$ cat src/rtl/updown_sched_pkg.sv
// ---------------------------------------------------------------------------
// updown_sched_pkg
//
// Shared definitions for the up/down counter scheduler:
//   - sched_state_e : scheduler FSM states (idle, settle, run, done)
//   - MODE_UP / MODE_DOWN : counter direction encoding
//   - step_would_wrap() : tells whether one more step in a given direction
//     would wrap the counter around its range
// ---------------------------------------------------------------------------
package updown_sched_pkg;

    // The state literals carry an ST_ prefix so they never collide with the
    // SETTLE parameter of the scheduler that imports this package.
    typedef enum logic [1:0] {
        ST_IDLE   = 2'd0,
        ST_SETTLE = 2'd1,
        ST_RUN    = 2'd2,
        ST_DONE   = 2'd3
    } sched_state_e;

    localparam logic MODE_UP   = 1'b0;
    localparam logic MODE_DOWN = 1'b1;

    // Counting up wraps from the all-ones value; counting down wraps from zero.
    function automatic logic step_would_wrap(input logic dir,
                                             input logic at_max,
                                             input logic at_zero);
        return (dir == MODE_UP) ? at_max : at_zero;
    endfunction

endpackage

$ cat src/rtl/updown_count_scheduler_arb.sv
// ---------------------------------------------------------------------------
// rr_arbiter_2
//
// Two-way round-robin pick between the up-client and the down-client. Purely
// combinational; the priority pointer is owned and updated by the scheduler.
//
// Ports:
//   up_req    in  1  up-client request
//   dn_req    in  1  down-client request
//   ptr       in  1  side that wins a tie (MODE_UP or MODE_DOWN)
//   gnt_valid out 1  at least one client is requesting
//   gnt_dn    out 1  winner is the down-client (only meaningful with gnt_valid)
// ---------------------------------------------------------------------------
module rr_arbiter_2
    import updown_sched_pkg::*;
(
    input  logic up_req,
    input  logic dn_req,
    input  logic ptr,
    output logic gnt_valid,
    output logic gnt_dn
);

    // A lone requester always wins; on a tie the pointer decides.
    always_comb begin
        gnt_valid = up_req | dn_req;
        gnt_dn    = dn_req & (~up_req | (ptr == MODE_DOWN));
    end

endmodule

$ cat src/rtl/updown_count_scheduler.sv
// ---------------------------------------------------------------------------
// updown_count_scheduler
//
// Shares one T-flip-flop up/down counter between an up-client and a
// down-client. Requests are arbitrated round-robin; the counter direction is
// only changed while idle, followed by a settle interval with no toggles, and
// each grant then issues a fixed burst of toggle-enable pulses. A shadow copy
// of the count is kept for status.
//
// Parameters:
//   WIDTH   counter width in bits
//   SETTLE  idle cycles after a mode change (1..15)
//   BURST   count steps per grant (1..15)
//
// Ports:
//   clk     in  1      system clock, rising edge
//   rst     in  1      asynchronous active-high reset
//   up_req  in  1      level request from the up-client
//   dn_req  in  1      level request from the down-client
//   up_gnt  out 1      up-client owns the counter
//   dn_gnt  out 1      down-client owns the counter
//   mode    out 1      counter direction (0 up, 1 down)
//   t       out 1      toggle enable, one step per high cycle
//   count   out WIDTH  shadow count
//   busy    out 1      scheduler not idle
//   done    out 1      one-cycle pulse at the end of a grant
//   sat     out 1      one-cycle pulse when a burst stops early on a limit
//
// Build option:
//   SATURATE_EN  when defined, a step that would wrap is suppressed and the
//                burst ends early with sat pulsing alongside done; otherwise
//                the count wraps and sat stays 0.
// ---------------------------------------------------------------------------
module updown_count_scheduler
    import updown_sched_pkg::*;
#(
    parameter int WIDTH  = 4,
    parameter int SETTLE = 2,
    parameter int BURST  = 4
) (
    input  logic             clk,
    input  logic             rst,
    input  logic             up_req,
    input  logic             dn_req,
    output logic             up_gnt,
    output logic             dn_gnt,
    output logic             mode,
    output logic             t,
    output logic [WIDTH-1:0] count,
    output logic             busy,
    output logic             done,
    output logic             sat
);

`ifdef SATURATE_EN
    localparam logic SAT_EN = 1'b1;
`else
    localparam logic SAT_EN = 1'b0;
`endif

    localparam logic [WIDTH-1:0] ONE         = WIDTH'(1);
    localparam logic [3:0]       SETTLE_LOAD = 4'(SETTLE);
    localparam logic [3:0]       BURST_LAST  = 4'(BURST - 1);

    sched_state_e     state_q, state_d;
    logic [3:0]       settle_q, settle_d;
    logic [3:0]       remaining_q, remaining_d;
    logic             ptr_q, ptr_d;
    logic             up_gnt_q, up_gnt_d;
    logic             dn_gnt_q, dn_gnt_d;
    logic             mode_q, mode_d;
    logic             t_q, t_d;
    logic [WIDTH-1:0] count_q, count_d;
    logic             busy_q, busy_d;
    logic             done_q, done_d;
    logic             sat_q, sat_d;

    logic             arb_valid;
    logic             arb_dn;
    logic [WIDTH-1:0] count_step;
    logic             entry_wrap;
    logic             wrap_next;
    logic             run_end;

    rr_arbiter_2 u_arb (
        .up_req    (up_req),
        .dn_req    (dn_req),
        .ptr       (ptr_q),
        .gnt_valid (arb_valid),
        .gnt_dn    (arb_dn)
    );

    // The shadow count follows the counter: t being high this cycle means
    // the counter takes one step in the current direction at the next edge.
    // entry_wrap looks at the count as it stands when a burst is about to
    // start; wrap_next looks one step ahead while a burst is running.
    always_comb begin
        count_step = count_q;
        if (t_q) begin
            count_step = (mode_q == MODE_DOWN) ? (count_q - ONE) : (count_q + ONE);
        end
        entry_wrap = SAT_EN & step_would_wrap(mode_q, &count_q, ~|count_q);
        wrap_next  = SAT_EN & step_would_wrap(mode_q, &count_step, ~|count_step);
        // A RUN cycle with t low only happens when the first step was
        // suppressed, so it ends the burst as well.
        run_end    = ~t_q | (remaining_q == 4'd0) | wrap_next;
    end

    // State register and all registered outputs.
    always_ff @(posedge clk or posedge rst) begin
        if (rst) begin
            state_q     <= ST_IDLE;
            settle_q    <= 4'd0;
            remaining_q <= 4'd0;
            ptr_q       <= MODE_UP;
            up_gnt_q    <= 1'b0;
            dn_gnt_q    <= 1'b0;
            mode_q      <= MODE_UP;
            t_q         <= 1'b0;
            count_q     <= '0;
            busy_q      <= 1'b0;
            done_q      <= 1'b0;
            sat_q       <= 1'b0;
        end else begin
            state_q     <= state_d;
            settle_q    <= settle_d;
            remaining_q <= remaining_d;
            ptr_q       <= ptr_d;
            up_gnt_q    <= up_gnt_d;
            dn_gnt_q    <= dn_gnt_d;
            mode_q      <= mode_d;
            t_q         <= t_d;
            count_q     <= count_d;
            busy_q      <= busy_d;
            done_q      <= done_d;
            sat_q       <= sat_d;
        end
    end

    // Next-state logic. A grant in the current direction goes straight to
    // RUN; a direction change detours through SETTLE first.
    always_comb begin
        state_d = state_q;
        case (state_q)
            ST_IDLE: begin
                if (arb_valid) begin
                    state_d = (arb_dn == mode_q) ? ST_RUN : ST_SETTLE;
                end
            end
            ST_SETTLE: begin
                if (settle_q == 4'd1) begin
                    state_d = ST_RUN;
                end
            end
            ST_RUN: begin
                if (run_end) begin
                    state_d = ST_DONE;
                end
            end
            ST_DONE: begin
                state_d = ST_IDLE;
            end
            default: begin
                state_d = ST_IDLE;
            end
        endcase
    end

    // Output and datapath next values. t is registered, so it is decided one
    // cycle ahead: it goes high for the cycle after the grant (or after the
    // settle interval) and stays high until the last step has been issued.
    always_comb begin
        settle_d    = settle_q;
        remaining_d = remaining_q;
        ptr_d       = ptr_q;
        up_gnt_d    = up_gnt_q;
        dn_gnt_d    = dn_gnt_q;
        mode_d      = mode_q;
        t_d         = 1'b0;
        count_d     = count_step;
        busy_d      = (state_d != ST_IDLE);
        done_d      = 1'b0;
        sat_d       = 1'b0;
        case (state_q)
            ST_IDLE: begin
                if (arb_valid) begin
                    up_gnt_d = ~arb_dn;
                    dn_gnt_d = arb_dn;
                    if (arb_dn == mode_q) begin
                        t_d         = ~entry_wrap;
                        remaining_d = BURST_LAST;
                    end else begin
                        mode_d   = arb_dn;
                        settle_d = SETTLE_LOAD;
                    end
                end
            end
            ST_SETTLE: begin
                settle_d = settle_q - 4'd1;
                if (settle_q == 4'd1) begin
                    t_d         = ~entry_wrap;
                    remaining_d = BURST_LAST;
                end
            end
            ST_RUN: begin
                if (run_end) begin
                    up_gnt_d = 1'b0;
                    dn_gnt_d = 1'b0;
                    done_d   = 1'b1;
                    // Only an early stop counts as saturation; a burst whose
                    // last step lands on the limit finished normally.
                    sat_d    = SAT_EN & (~t_q | ((remaining_q != 4'd0) & wrap_next));
                end else begin
                    t_d         = 1'b1;
                    remaining_d = remaining_q - 4'd1;
                end
            end
            ST_DONE: begin
                // mode still reflects the side just served, so the pointer
                // hands tie priority to the other side.
                ptr_d = ~mode_q;
            end
            default: begin
                t_d = 1'b0;
            end
        endcase
    end

    assign up_gnt = up_gnt_q;
    assign dn_gnt = dn_gnt_q;
    assign mode   = mode_q;
    assign t      = t_q;
    assign count  = count_q;
    assign busy   = busy_q;
    assign done   = done_q;
    assign sat    = sat_q;

endmodule

$ cat config.mk
export PLATFORM = sky130hd
export DESIGN_NAME = updown_count_scheduler
export DESIGN_NICKNAME = d
export VERILOG_FILES = /design/src/rtl/updown_sched_pkg.sv /design/src/rtl/updown_count_scheduler_arb.sv /design/src/rtl/updown_count_scheduler.sv
export SDC_FILE = /design/constraint.sdc
export NUM_CORES = 1
export LEC_CHECK = 0
export CAP_MARGIN = 20
export CORE_ASPECT_RATIO = 1.2
export CORE_UTILIZATION = 48
export CTS_CLUSTER_DIAMETER = 30
export DETAILED_ROUTE_END_ITERATION = 16
export PLACE_DENSITY = 0.74
export SLEW_MARGIN = 20
export SYNTH_ARGS = -nofsm -noshare
export SYNTH_HDL_FRONTEND = slang
export SYNTH_SLANG_ARGS = --single-unit
$ cat constraint.sdc
create_clock -name clk -period 1.5 [get_ports clk]
set_input_delay 0.15 -clock clk [delete_from_list [all_inputs] [get_ports clk]]
set_output_delay 0.15 -clock clk [all_outputs]
set_load 0.01 [all_outputs]
* Word-level counts from Yosys, hierarchy flattened
Cells that the tools add are included.
** Cells by class
- Add/sub/neg operators :: 4
- Bitwise operators :: 9
- Reduce and logical (&&, ||, !) cells :: 10
- Multiplexer cells :: 26
- Eq/ne operators :: 11
** Operator list (number)
- 2-to-1 mux 4 bit :: 7
- != test 2 bit, second input constant :: 6
- one-hot mux 4 bit (3 select lines) :: 1
- subtractor 4 x 1 -> 4 bit, second input constant :: 3
- 2-to-1 mux 1 bit :: 9
- AND reduction 3 bit :: 3
- 2-to-1 mux 2 bit :: 4
- one-hot mux 2 bit (4 select lines) :: 1
- one-hot mux 4 bit (2 select lines) :: 1
- nonzero test 2 bit :: 3
- inverter 1 bit :: 5
- AND reduction 5 bit :: 1
- adder 4 x 1 -> 4 bit, second input constant :: 1
- == test 2 bit, second input constant :: 2
- == test 4 x 1 -> 1 bit, second input constant :: 1
- logical NOT 4 bit :: 1
- one-hot mux 1 bit (2 select lines) :: 2
- bitwise OR 1 bit :: 3
- one-hot mux 1 bit (3 select lines) :: 1
- nonzero test 3 bit :: 1
- == test 2 x 1 -> 1 bit, second input constant :: 1
- logical NOT 2 bit :: 1
- AND 1 bit :: 1
- == test 1 bit :: 1
** Storage, ports and cells
- Word-level logic and storage cells :: 71
- Bits in registers :: 21
- Output and inout bits :: 11

* Longest topological paths before layout
- Depth after elaboration :: 8
- Gate-level depth with buffers :: 6
- Mapped depth without buffers :: 6

* Cells and area by module
A second synthesis with hierarchy kept.
** Second synthesis, totals
- Cell total of the unflattened synthesis :: 119
- Area total of the unflattened synthesis :: 1213.7 um2
** Modules (own cells, without submodules)
- updown_count_scheduler :: cells each 116, instances 1, seq. area each 525.5 um2, area each 1196.1 um2
- rr_arbiter_2 :: cells each 3, instances 1, seq. area each 0.0 um2, area each 17.5 um2

* Least setup slack after synthesis
OpenSTA, ideal clock, no wires.
- Kind :: register -> register
- From :: register mode_q, in the netlist mode
- To :: register count_q[3], in the netlist count[3]
- Arrival :: 1540 ps
- Stages on the path, launching flop included :: 6
- Data required time :: 1374 ps
- Path slack :: -166 ps
- Library setup time :: 126 ps
- Period minus slack after synthesis :: 1666 ps
- Path buffers :: 0
- Cells stage by stage :: dfrtp_1 > ha_1 > a21o_1 > a211oi_2 > a31oi_1 > a311o_1
** Between the ends
- Word-level cells in the longest chain between the ends :: 1
** RTL lines
- start, declared :: line updown_count_scheduler.sv:71 : logic mode_q, mode_d;
- start signal, assigned :: line updown_count_scheduler.sv:131 : mode_q <= mode_d;
- 2-to-1 mux 4 bit :: line updown_count_scheduler.sv:100 : count_step = (mode_q == MODE_DOWN) ? (count_q - ONE) : (count_q + ONE);
- end signal, assigned :: line updown_count_scheduler.sv:133 : count_q <= count_d;
- end, declared :: line updown_count_scheduler.sv:73 : logic [WIDTH-1:0] count_q, count_d;
No other way between the ends.
A chain may end at the register's enable or synchronous reset.

* Final worst setup path
- From :: register remaining_q[0]
- To :: register remaining_q[0]
** Between the ends
- Word-level cells in the longest chain between the ends :: 4
- Elaborated cells on any way between the ends :: 7
- Those cells by class :: add/sub (1); eq/ne (1); mux (2); bitwise (1); reduce/logical (2)
** RTL lines
- start, declared :: line updown_count_scheduler.sv:67 : logic [3:0] remaining_q, remaining_d;
- start signal, assigned :: line updown_count_scheduler.sv:127 : remaining_q <= remaining_d;
- parallel branches: the longest is 4 deep, another holds subtractor 4 x 1 -> 4 bit
Several ways; the timed one is not identified. The select of a mux whose other input is x is not followed.

==> results.ini <==
[status]
status = complete, but fails checks
violations = setup timing

[yosys]
ys.warnings.count = 0
ys_seq_elements = 21
synth_edf_count = 0
ys_async_sr_fraction_pct = 100
synth_area_leaders = dfrtp_1 (45%), ha_1 (6.5%), inv_1 (4.5%)
avgSynthCellArea_um2 = 10.1
synth_cell_type_count = 46
yosys.area.top_type = dfrtp_1
yosysSeqAreaShare_pct = 45.2
syn-num-nets = 126
synth_area_um2 = 1160
yosys.area.top_type_share_pct = 45.2
syn_inst = 115
synth-main-ff-cell = dfrtp_1

[setup_path]
r2r_end = remaining_q[0]$_DFFE_PP0P_
cp-end-kind = register
worstSetupStartpointType = register
crit_required_ns = 1.68
r2r_slack_ns = -0.06
rr_worst_depth = 6
critical_path_class = reg2reg
crit_arrival_ns = 1.74
r2r-start = remaining_q[0]$_DFFE_PP0P_
path_max_fanout = 7

[floorplan]
start_util_pct = 51.0
die_area_um2 = 2630
row_count = 19
die_h_um = 55.9
ios = 15
die_w_um = 46.9
coreArea_um2 = 2280

[finish]
diodes = 0
final_cell_mix = buf_4 (19), dfrtp_1 (18), inv_1 (12)
fin_util_pct = 65.6
drive_gt1_share_pct = 27.2
nFillCells = 182
syn_to_final_growth_pct = 28.7
layout.nets = 159
final_common_cell = buf_4

[cts]
cts_root_buf = clkbuf_4
clockBufferDepth = 2
clk_pin_slew_ns = 0.12
clock_sinks = 21
cts_hold_buf = 0
h-tree-depth = 1
insertion_delay_ns = 0.29
numCtsBuffers = 3
cts_tree = built

[global_route]
antenna_found_initial = 0
grt_pass1_vias = 1012
track_usage_pct = 20.7
grt_pass1_wl_um = 4060
grt_max_degree = 22
grt-ovfl-total = 0

[pwr]
comb_power_share_pct = 59.6
ir_worst_vdd_v = 0.00143
powerDensity_nw_per_um2 = 2290
finalPower_uw = 3430
switchingPower_uw = 1390
seqPwrFrac_pct = 32.7
intPower_uw = 2030
p_sw_share_pct = 40.6
p_clk_share_pct = 7.7
p_leak_uw = 0.000693

[sta]
fmax_mhz = 642
setup_tns_ns = -0.174
finalSetupViolations = 6
clock_skew_ns = 0.0104
period_minus_slack_ns = 1.56
hold_violations = 0
fin_crit_sh_pct = 104
grt_setup_unrepaired = true
setup_ws_ns = -0.0571
final_max_slew_viol_count = 0

[hold_path]
hp-class = in2async

[detailed_routing]
dr.pass1.iters = 4
postRouteAntennaNets = 0
drcViolationCount = 0
viasPerCell = 5.34
wire_per_inst_um = 13.6
first_iter_violations = 13
vias = 951
drt-total-wl_um = 2420

[placement]
place_congestion = 0.813
io_buffers = 13
dp_hpwl_um = 1870

[flow_run]
drv_cap = 0

[synth_stat cells (3+ instances only)]
| cell type | n |
|---|---|
| dfrtp_1 | 21 |
| inv_1 | 14 |
| nor2_1 | 7 |
| a21oi_1 | 6 |
| ha_1 | 6 |
| nand2_1 | 6 |
| a31oi_1 | 4 |
| nand3_1 | 3 |
| nor2b_1 | 3 |
[sequential cells by signal, summed over array words and instances (netlist names)]
signal and count:
busy 1, count 4, dn_gnt 1, done 1, mode 1, ptr_q 1
remaining_q 4, settle_q 4, state_q 2, t 1, up_gnt 1
[critical path, cell delays in order, from the launching register on]
cell and delay, ns:
dfrtp_1 0.40, inv_2 0.06, ha_1 0.14, or3b_4 0.41
a21oi_4 0.22, nor2_2 0.04, a22o_1 0.17
[logic make-up after synthesis]
| logic type | share of synthesized area [%] |
|---|---|
| AND/OR/NAND/NOR | 14.7 |
| other | 0.322 |
| flip-flops | 45.2 |
| multiplexers | 1.83 |
| AO/OA/AOI/OAI | 21.3 |
| XOR/XNOR | 1.51 |
| adder cells (fa/ha/maj) | 8.17 |
| buffers and inverters | 6.99 |
[power by group through the flow]
stage / sequential [uW] / clock [uW] / combinational (uW)
5_1_grt: 1150 / 291 / 2260
3_3_place_gp: 1130 / 0 / 1820
6_report: 1120 / 264 / 2040
2_1_floorplan: 1130 / 0 / 1160
3_5_place_dp: 1150 / 0 / 1910
4_1_cts: 1140 / 273 / 1980
[layout make-up]
class	count	area, um2	area share, %
Timing Repair Buffer	32	278	18.5
Tap cell	31	38.8	2.59
Multi-Input combinational cell	76	573	38.3
Inverter	14	52.6	3.51
Sequential cell	21	529	35.3
Clock buffer	4	26.3	1.75
[stage by stage]
step / area, um2 / setup slack (ns) / instances / hold WS [ns]
floorplan: 1180 / -0.0262 / 115 / 0.126
global placement: 1420 / -0.0235 / 169 / 0.503
detailed placement: 1420 / -0.0713 / 169 / 0.505
CTS: 1470 / -0.0834 / 175 / 0.176
global route: 1500 / -0.131 / 178 / 0.199
finish: 1500 / -0.0571 / 178 / 0.174
[how the worst max path moves through the flow]
stage,startpoint,to,slack [ns]
after floorplan,mode$_DFFE_PP0P_,count[3]$_DFFE_PP0P_,-0.03
after global routing,remaining_q[0]$_DFFE_PP0P_,remaining_q[0]$_DFFE_PP0P_,-0.13
final,remaining_q[0]$_DFFE_PP0P_,remaining_q[0]$_DFFE_PP0P_,-0.06
after detailed placement,remaining_q[0]$_DFFE_PP0P_,remaining_q[0]$_DFFE_PP0P_,-0.07
after global placement,mode$_DFFE_PP0P_,count[3]$_DFFE_PP0P_,-0.02
after CTS,remaining_q[0]$_DFFE_PP0P_,remaining_q[0]$_DFFE_PP0P_,-0.08
[layer usage]
metal	wire length (um)	global-route usage, %
met1	966	23.0
met2	1390	39.1
met3	34	2.27
met4	26	5.31
met5	0	0
[timing repair]
item,in CTS,in global routing
resized for setup,4,2
cloned,0,0
buffers inserted,2,3
pin swaps,1,2
setup endpoints to repair,9,12
Note: power is estimated with default switching activity, not from simulation.
